===== config.mk =====
export PLATFORM = sky130hd
export DESIGN_NAME = precision_sequencer
export DESIGN_NICKNAME = d
export VERILOG_FILES = /design/src/rtl/bitfusion_pkg.sv /design/src/rtl/prec_cfg_table.sv /design/src/rtl/precision_sequencer.sv
export SDC_FILE = /design/constraint.sdc
export NUM_CORES = 1
export LEC_CHECK = 0
export BUFFER_PORTS_ARGS = -buffer_cell sky130_fd_sc_hd__clkbuf_2
export CAP_MARGIN = 20
export CORE_ASPECT_RATIO = 0.6
export CORE_MARGIN = 2
export CORE_UTILIZATION = 45
export CTS_CLUSTER_DIAMETER = 80
export DETAILED_ROUTE_END_ITERATION = 16
export PLACE_DENSITY = 0.67
export SLEW_MARGIN = 20
export SYNTH_ARGS = -nofsm -noshare
export SYNTH_HDL_FRONTEND = slang
export SYNTH_HIERARCHICAL = 1
export SYNTH_SLANG_ARGS = --single-unit
export TNS_END_PERCENT = 30

===== constraint.sdc =====
create_clock -name clk -period 8.55 [get_ports clk]
set_input_delay 0 -clock clk [delete_from_list [all_inputs] [get_ports clk]]
set_output_delay 0 -clock clk [all_outputs]
set_load 0.01 [all_outputs]

===== src/rtl/bitfusion_pkg.sv =====
// Shared types for the bit-fusion precision sequencer: precision codes, FSM states
// and the precision-to-one-hot width decode used by the sign-lookup stage.
package bitfusion_pkg;

    typedef enum logic [1:0] {
        PREC_1B = 2'd0,
        PREC_2B = 2'd1,
        PREC_4B = 2'd2,
        PREC_8B = 2'd3
    } prec_t;

    typedef enum logic [2:0] {
        SEQ_IDLE,
        SEQ_LOAD,
        SEQ_RUN,
        SEQ_DRAIN,
        SEQ_FIN
    } seq_state_t;

    function automatic logic [3:0] prec_to_onehot(input prec_t prec);
        return 4'b0001 << prec;
    endfunction

endpackage


===== src/rtl/prec_cfg_table.sv =====
// Per-layer configuration register file: input precision, weight precision and op count.
// Synchronous write, asynchronous read; contents are deliberately not reset.
module prec_cfg_table #(
    parameter int NUM_LAYERS = 16,
    parameter int CNT_W      = 16,
    parameter int LAYER_W    = $clog2(NUM_LAYERS)
) (
    input  logic               clk,
    input  logic               wr_en,
    input  logic [LAYER_W-1:0] wr_addr,
    input  logic [1:0]         wr_in_prec,
    input  logic [1:0]         wr_wt_prec,
    input  logic [CNT_W-1:0]   wr_count,
    input  logic [LAYER_W-1:0] rd_addr,
    output logic [1:0]         rd_in_prec,
    output logic [1:0]         rd_wt_prec,
    output logic [CNT_W-1:0]   rd_count
);

    logic [1:0]       in_prec_mem [NUM_LAYERS];
    logic [1:0]       wt_prec_mem [NUM_LAYERS];
    logic [CNT_W-1:0] count_mem   [NUM_LAYERS];

    // Addresses past the table depth are silently dropped.
    always_ff @(posedge clk) begin
        if (wr_en && (int'(wr_addr) < NUM_LAYERS)) begin
            in_prec_mem[wr_addr] <= wr_in_prec;
            wt_prec_mem[wr_addr] <= wr_wt_prec;
            count_mem[wr_addr]   <= wr_count;
        end
    end

    assign rd_in_prec = in_prec_mem[rd_addr];
    assign rd_wt_prec = wt_prec_mem[rd_addr];
    assign rd_count   = count_mem[rd_addr];

endmodule


===== src/rtl/precision_sequencer.sv =====
// Walks the layer table, driving one-hot widths and op beats, draining the array between layers.
// Optional SEQ_SAME_PREC_NODRAIN_EN skips the drain when consecutive layers share precisions.
module precision_sequencer
    import bitfusion_pkg::*;
#(
    parameter int NUM_LAYERS   = 16,
    parameter int CNT_W        = 16,
    parameter int DRAIN_CYCLES = 4,
    localparam int LAYER_W     = $clog2(NUM_LAYERS)
) (
    input  logic               clk,
    input  logic               reset,
    input  logic               cfg_wr_en,
    input  logic [LAYER_W-1:0] cfg_wr_addr,
    input  logic [1:0]         cfg_wr_in_prec,
    input  logic [1:0]         cfg_wr_wt_prec,
    input  logic [CNT_W-1:0]   cfg_wr_count,
    input  logic [LAYER_W:0]   cfg_num_layers,
    input  logic               start,
    input  logic               op_ready,
    output logic               op_valid,
    output logic               op_last,
    output logic [3:0]         in_width,
    output logic [3:0]         weight_width,
    output logic [LAYER_W-1:0] layer_idx,
    output logic               busy,
    output logic               done
);

    localparam int DRAIN_W = (DRAIN_CYCLES > 1) ? $clog2(DRAIN_CYCLES) : 1;
    localparam logic [DRAIN_W-1:0] DRAIN_LAST = DRAIN_W'(DRAIN_CYCLES - 1);
    localparam logic [LAYER_W:0]   MAX_LAYERS = (LAYER_W + 1)'(NUM_LAYERS);
    localparam logic [LAYER_W:0]   ONE_LAYER  = (LAYER_W + 1)'(1);

    seq_state_t         state, state_next;
    logic [LAYER_W:0]   num_layers;
    logic [LAYER_W:0]   clamped_layers;
    logic [CNT_W-1:0]   op_cnt;
    logic [DRAIN_W-1:0] drain_cnt;
    logic [LAYER_W-1:0] rd_addr;
    logic [1:0]         rd_in_prec;
    logic [1:0]         rd_wt_prec;
    logic [CNT_W-1:0]   rd_count;
    logic               tbl_wr_en;
    logic               more_layers;
    logic               op_fire;
    logic               run_start;
    logic               load_layer;
    logic               start_drain;
    logic               adv_layer;

    assign tbl_wr_en      = cfg_wr_en && (state == SEQ_IDLE);
    assign clamped_layers = (cfg_num_layers > MAX_LAYERS) ? MAX_LAYERS : cfg_num_layers;
    assign more_layers    = ({1'b0, layer_idx} + ONE_LAYER) < num_layers;

`ifdef SEQ_SAME_PREC_NODRAIN_EN
    logic same_prec;

    // While running, the read port looks ahead at the next layer to decide on the drain skip.
    assign rd_addr   = (state == SEQ_RUN) ? layer_idx + LAYER_W'(1) : layer_idx;
    assign same_prec = (prec_to_onehot(prec_t'(rd_in_prec)) == in_width) &&
                       (prec_to_onehot(prec_t'(rd_wt_prec)) == weight_width);
`else
    assign rd_addr = layer_idx;
`endif

    prec_cfg_table #(
        .NUM_LAYERS (NUM_LAYERS),
        .CNT_W      (CNT_W),
        .LAYER_W    (LAYER_W)
    ) u_table (
        .clk        (clk),
        .wr_en      (tbl_wr_en),
        .wr_addr    (cfg_wr_addr),
        .wr_in_prec (cfg_wr_in_prec),
        .wr_wt_prec (cfg_wr_wt_prec),
        .wr_count   (cfg_wr_count),
        .rd_addr    (rd_addr),
        .rd_in_prec (rd_in_prec),
        .rd_wt_prec (rd_wt_prec),
        .rd_count   (rd_count)
    );

    assign op_valid = (state == SEQ_RUN);
    assign op_last  = op_valid && (op_cnt == CNT_W'(1));
    assign op_fire  = op_valid && op_ready;
    assign busy     = (state != SEQ_IDLE);
    assign done     = (state == SEQ_FIN);

    always_ff @(posedge clk or posedge reset) begin
        if (reset) begin
            state <= SEQ_IDLE;
        end else begin
            state <= state_next;
        end
    end

    always_comb begin
        state_next  = state;
        run_start   = 1'b0;
        load_layer  = 1'b0;
        start_drain = 1'b0;
        adv_layer   = 1'b0;
        case (state)
            SEQ_IDLE: begin
                if (start) begin
                    run_start  = 1'b1;
                    state_next = (clamped_layers == '0) ? SEQ_FIN : SEQ_LOAD;
                end
            end
            SEQ_LOAD: begin
                load_layer = 1'b1;
                if (rd_count == '0) begin
                    state_next  = SEQ_DRAIN;
                    start_drain = 1'b1;
                end else begin
                    state_next = SEQ_RUN;
                end
            end
            SEQ_RUN: begin
                if (op_ready && (op_cnt == CNT_W'(1))) begin
                    state_next  = SEQ_DRAIN;
                    start_drain = 1'b1;
`ifdef SEQ_SAME_PREC_NODRAIN_EN
                    if (more_layers && same_prec) begin
                        state_next  = SEQ_LOAD;
                        start_drain = 1'b0;
                        adv_layer   = 1'b1;
                    end
`endif
                end
            end
            SEQ_DRAIN: begin
                if (drain_cnt == '0) begin
                    if (more_layers) begin
                        state_next = SEQ_LOAD;
                        adv_layer  = 1'b1;
                    end else begin
                        state_next = SEQ_FIN;
                    end
                end
            end
            SEQ_FIN:  state_next = SEQ_IDLE;
            default:  state_next = SEQ_IDLE;
        endcase
    end

    // Widths only move on the LOAD edge, so they stay constant across every beat of a layer.
    always_ff @(posedge clk or posedge reset) begin
        if (reset) begin
            layer_idx    <= '0;
            num_layers   <= '0;
            in_width     <= 4'b1000;
            weight_width <= 4'b1000;
            op_cnt       <= '0;
            drain_cnt    <= '0;
        end else begin
            if (run_start) begin
                layer_idx  <= '0;
                num_layers <= clamped_layers;
            end
            if (load_layer) begin
                in_width     <= prec_to_onehot(prec_t'(rd_in_prec));
                weight_width <= prec_to_onehot(prec_t'(rd_wt_prec));
                op_cnt       <= rd_count;
            end else if (op_fire) begin
                op_cnt <= op_cnt - CNT_W'(1);
            end
            if (start_drain) begin
                drain_cnt <= DRAIN_LAST;
            end else if ((state == SEQ_DRAIN) && (drain_cnt != '0)) begin
                drain_cnt <= drain_cnt - DRAIN_W'(1);
            end
            if (adv_layer) begin
                layer_idx <= layer_idx + LAYER_W'(1);
            end
        end
    end

endmodule


==> key figures <==
Floorplan
  • Die Span Y: approximately 140 um
  • Initial Util: between 40% and 50%
  • Top Ports: 50
  • Die area: 33340 um^2
  • Die width: approximately 230 um
  • Area of the core: around 31000 um^2
  • # rows: 50

Status
  • Status: finished clean

Power
  • Worst VDD drop: around 0.17 mV
  • P_leak: 5.489 nW
  • Cell Pwr Density: 281.3 nW/um^2

Clock tree
  • CTS Root Cell: clkbuf_16
  • Hold_buf cts: 35
  • CTS Buf Count: 31
  • H-tree Lvls: 1
  • Clock slew at reported path FFs: about 0.07 ns
  • CTS tree: yes
  • Clk buf depth: 3
  • Clock net sink count: about 360
  • Post_cts resized: 0
  • Clk_lat worst skew: roughly 0.58 ns
  • Postcts setup bufs: 0

Cells and area
  • Core Util, Final: roughly 53%
  • Share of layout cells above drive strength 1: 25.53%
  • Layout Nets: just over 900
  • Syn-to-layout area delta: 16.13%
  • Post-Layout Cell Count: 1305
  • Diode count: 0

Timing
  • RSZ-0062 raised after global routing: false
  • FMAX: between 200 and 250 MHz
  • Slew Limit Headroom: 35.01%
  • Endpoints failing setup: 0
  • Total Neg Setup Slack: 0 ns
  • Fin crit share: a little under half
  • Worst Tran Pin Value: roughly 0.97 ns
  • Clock Skew: 0.02366 ns
  • Final min period: around 4.0 ns
  • Fin Hold WS: 0.03226 ns
  • Pins Over Slew Limit: 0
  • Final hold violations: 0

Critical path
  • Arr. time, crit path: around 4.6 ns
  • Worst Path Required: around 9 ns
  • Critical setup path kind: flip-flop to flip-flop
  • Crit-path max FO: 47
  • Setup crit end kind: flip-flop
  • Worst setup SP type: flip-flop

Synth
  • Synth Area per Inst: between 15 and 20 um^2
  • Mapped Cells: 756
  • Synth cell types: 51
  • Synth area leaders: edfxtp_1, mux4_2, dfrtp_1
  • Syn nets: between 700 and 800
  • Cell taking the most area after synthesis: edfxtp_1
  • Yosys reg bits: between 300 and 400
  • Sequential element share of the synthesized area: between 70% and 80%
  • Area share of the largest cell type after synthesis: roughly two thirds
  • Prevailing post-synth register cell: edfxtp_1
  • Post-synth ARST share: between 10% and 20%
  • EDFF count, synth: 320
  • Mapped Area: 14330 um^2
  • Most frequent cells after synthesis: edfxtp_1, mux4_2, nand2_1
  • Syn. warnings: 6
  • Count leader, synth: edfxtp_1

Route
  • Drt via density: around 6
  • First-pass DRT Iterations: 5
  • Remaining antenna violation count: 0
  • DRT Wirelength: 33270 um
  • DRC Markers: 0
  • Routed wire length per instance: about 25 um
  • 1st-iter DRT viols: slightly above 900
  • Via count: about 7600

Global route
  • Global-route wire length before repair: ~49000 um
  • GRT Total Usage: 20.55%
  • Number of global-route vias before repair: about 7500
  • Remaining global-route overflow: 0
  • Initial antenna violation count: 0
  • Pin count of the biggest net entering global routing: 61

Placement
  • Placed Cells: between 1000 and 1500
  • Post-DP HPWL: between 15000 and 20000 um
  • IO Port Bufs: slightly below 50
  • Placer congestion estimate: 0.7975

Flow run
  • Number of max-cap violations: 0

Min path
  • Worst Hold Class: primary input to flip-flop
==> stage by stage <==
stage / setup WS [ns] / cell area [um^2] / power, mW
floorplan: 5.236 / 14330 / 2.842
CTS: 4.395 / 16650 / 4.697
detailed placement: 4.457 / 15160 / 3.135
global placement: 4.515 / 15160 / 3.116
global route: 4.215 / 16650 / 4.873
finish: 4.507 / 16650 / 4.682
==> path summary, 6_finish.rpt <==
path                                        end            start  cells past startpoint  slack (ns)
worst max-delay path                   state[0]     layer_idx[0]                      9        4.51
worst min-delay path              num_layers[0]            start                      4        0.03
worst max register to register         state[0]     layer_idx[0]                      9        4.51
worst min register to register  weight_width[3]  weight_width[3]                      2        0.47
max in group asynchronous          layer_idx[1]            reset                      4        8.06
min in group asynchronous           in_width[1]            reset                      4        0.08
==> critical path: stages, from the launching register on <==
cell	delay (ns)
dfrtp_4	0.91
buf_4	0.80
mux4_1	0.70
a22oi_1	0.20
nand2_1	0.13
nor4_1	0.41
nand4_1	0.16
nor3_1	0.36
a211o_1	0.16
a21o_2	0.11
==> layout make-up <==
class                      count  area [um^2]
timing repair buffer         109        783.3
inverter                      13        48.80
sequential                   358        10570
tap                          416        520.5
multi-input combinational    351         3592
clock buffer                  36        804.5
fill                        2466        14630
clock inverter                22        326.6
==> report_power, final <==
part           switching (mW)  internal [mW]  leakage, nW  total, mW
Clock                   0.638          0.920        0.549       1.56
Sequential              0.133           2.01         3.34       2.14
Combinational           0.552          0.434         1.60      0.986
==> state kept, by name, indices dropped and copies added (netlist names) <==
signal	flops
num_layers	5
state	3
u_table/count_mem	256
layer_idx	4
in_width	4
op_cnt	16
u_table/in_prec_mem	32
drain_cnt	2
weight_width	4
u_table/wt_prec_mem	32
==> cell usage in the layout, fill, tap and decap left out, types with 5 or more instances in the layout <==
| cell | instances |
|---|---|
| nor2_1 | 14 |
| nor4_1 | 6 |
| nor2_2 | 13 |
| nor3_1 | 15 |
| a21oi_1 | 6 |
| clkinv_2 | 5 |
| clkbuf_2 | 49 |
| o21ai_0 | 21 |
| inv_1 | 13 |
| a22oi_1 | 41 |
| edfxtp_1 | 320 |
| clkbuf_16 | 31 |
| buf_4 | 25 |
| xnor2_1 | 13 |
| nand2b_1 | 13 |
| ha_1 | 8 |
| nand2_1 | 56 |
| dfrtp_1 | 34 |
| mux4_2 | 64 |
| mux4_1 | 16 |
| bufinv_16 | 8 |
| nand3_1 | 12 |
| dlygate4sd3_1 | 35 |
==> kinds of logic after synthesis <==
group           share of synthesized area (%)
fa+ha+maj                              0.6984
compound gates                          4.242
simple gates                            5.770
xor+xnor                               0.7943
flops                                   73.69
buf+inv                                 1.737
mux                                     13.07
==> per-layer routing <==
metal  track usage [%]  wire length (um)
met5                 0                 0
met4             3.443               556
met3             5.148              3105
met2             29.25             14080
met1             32.48             15530
No activity file was read; power rests on OpenSTA's default activity.
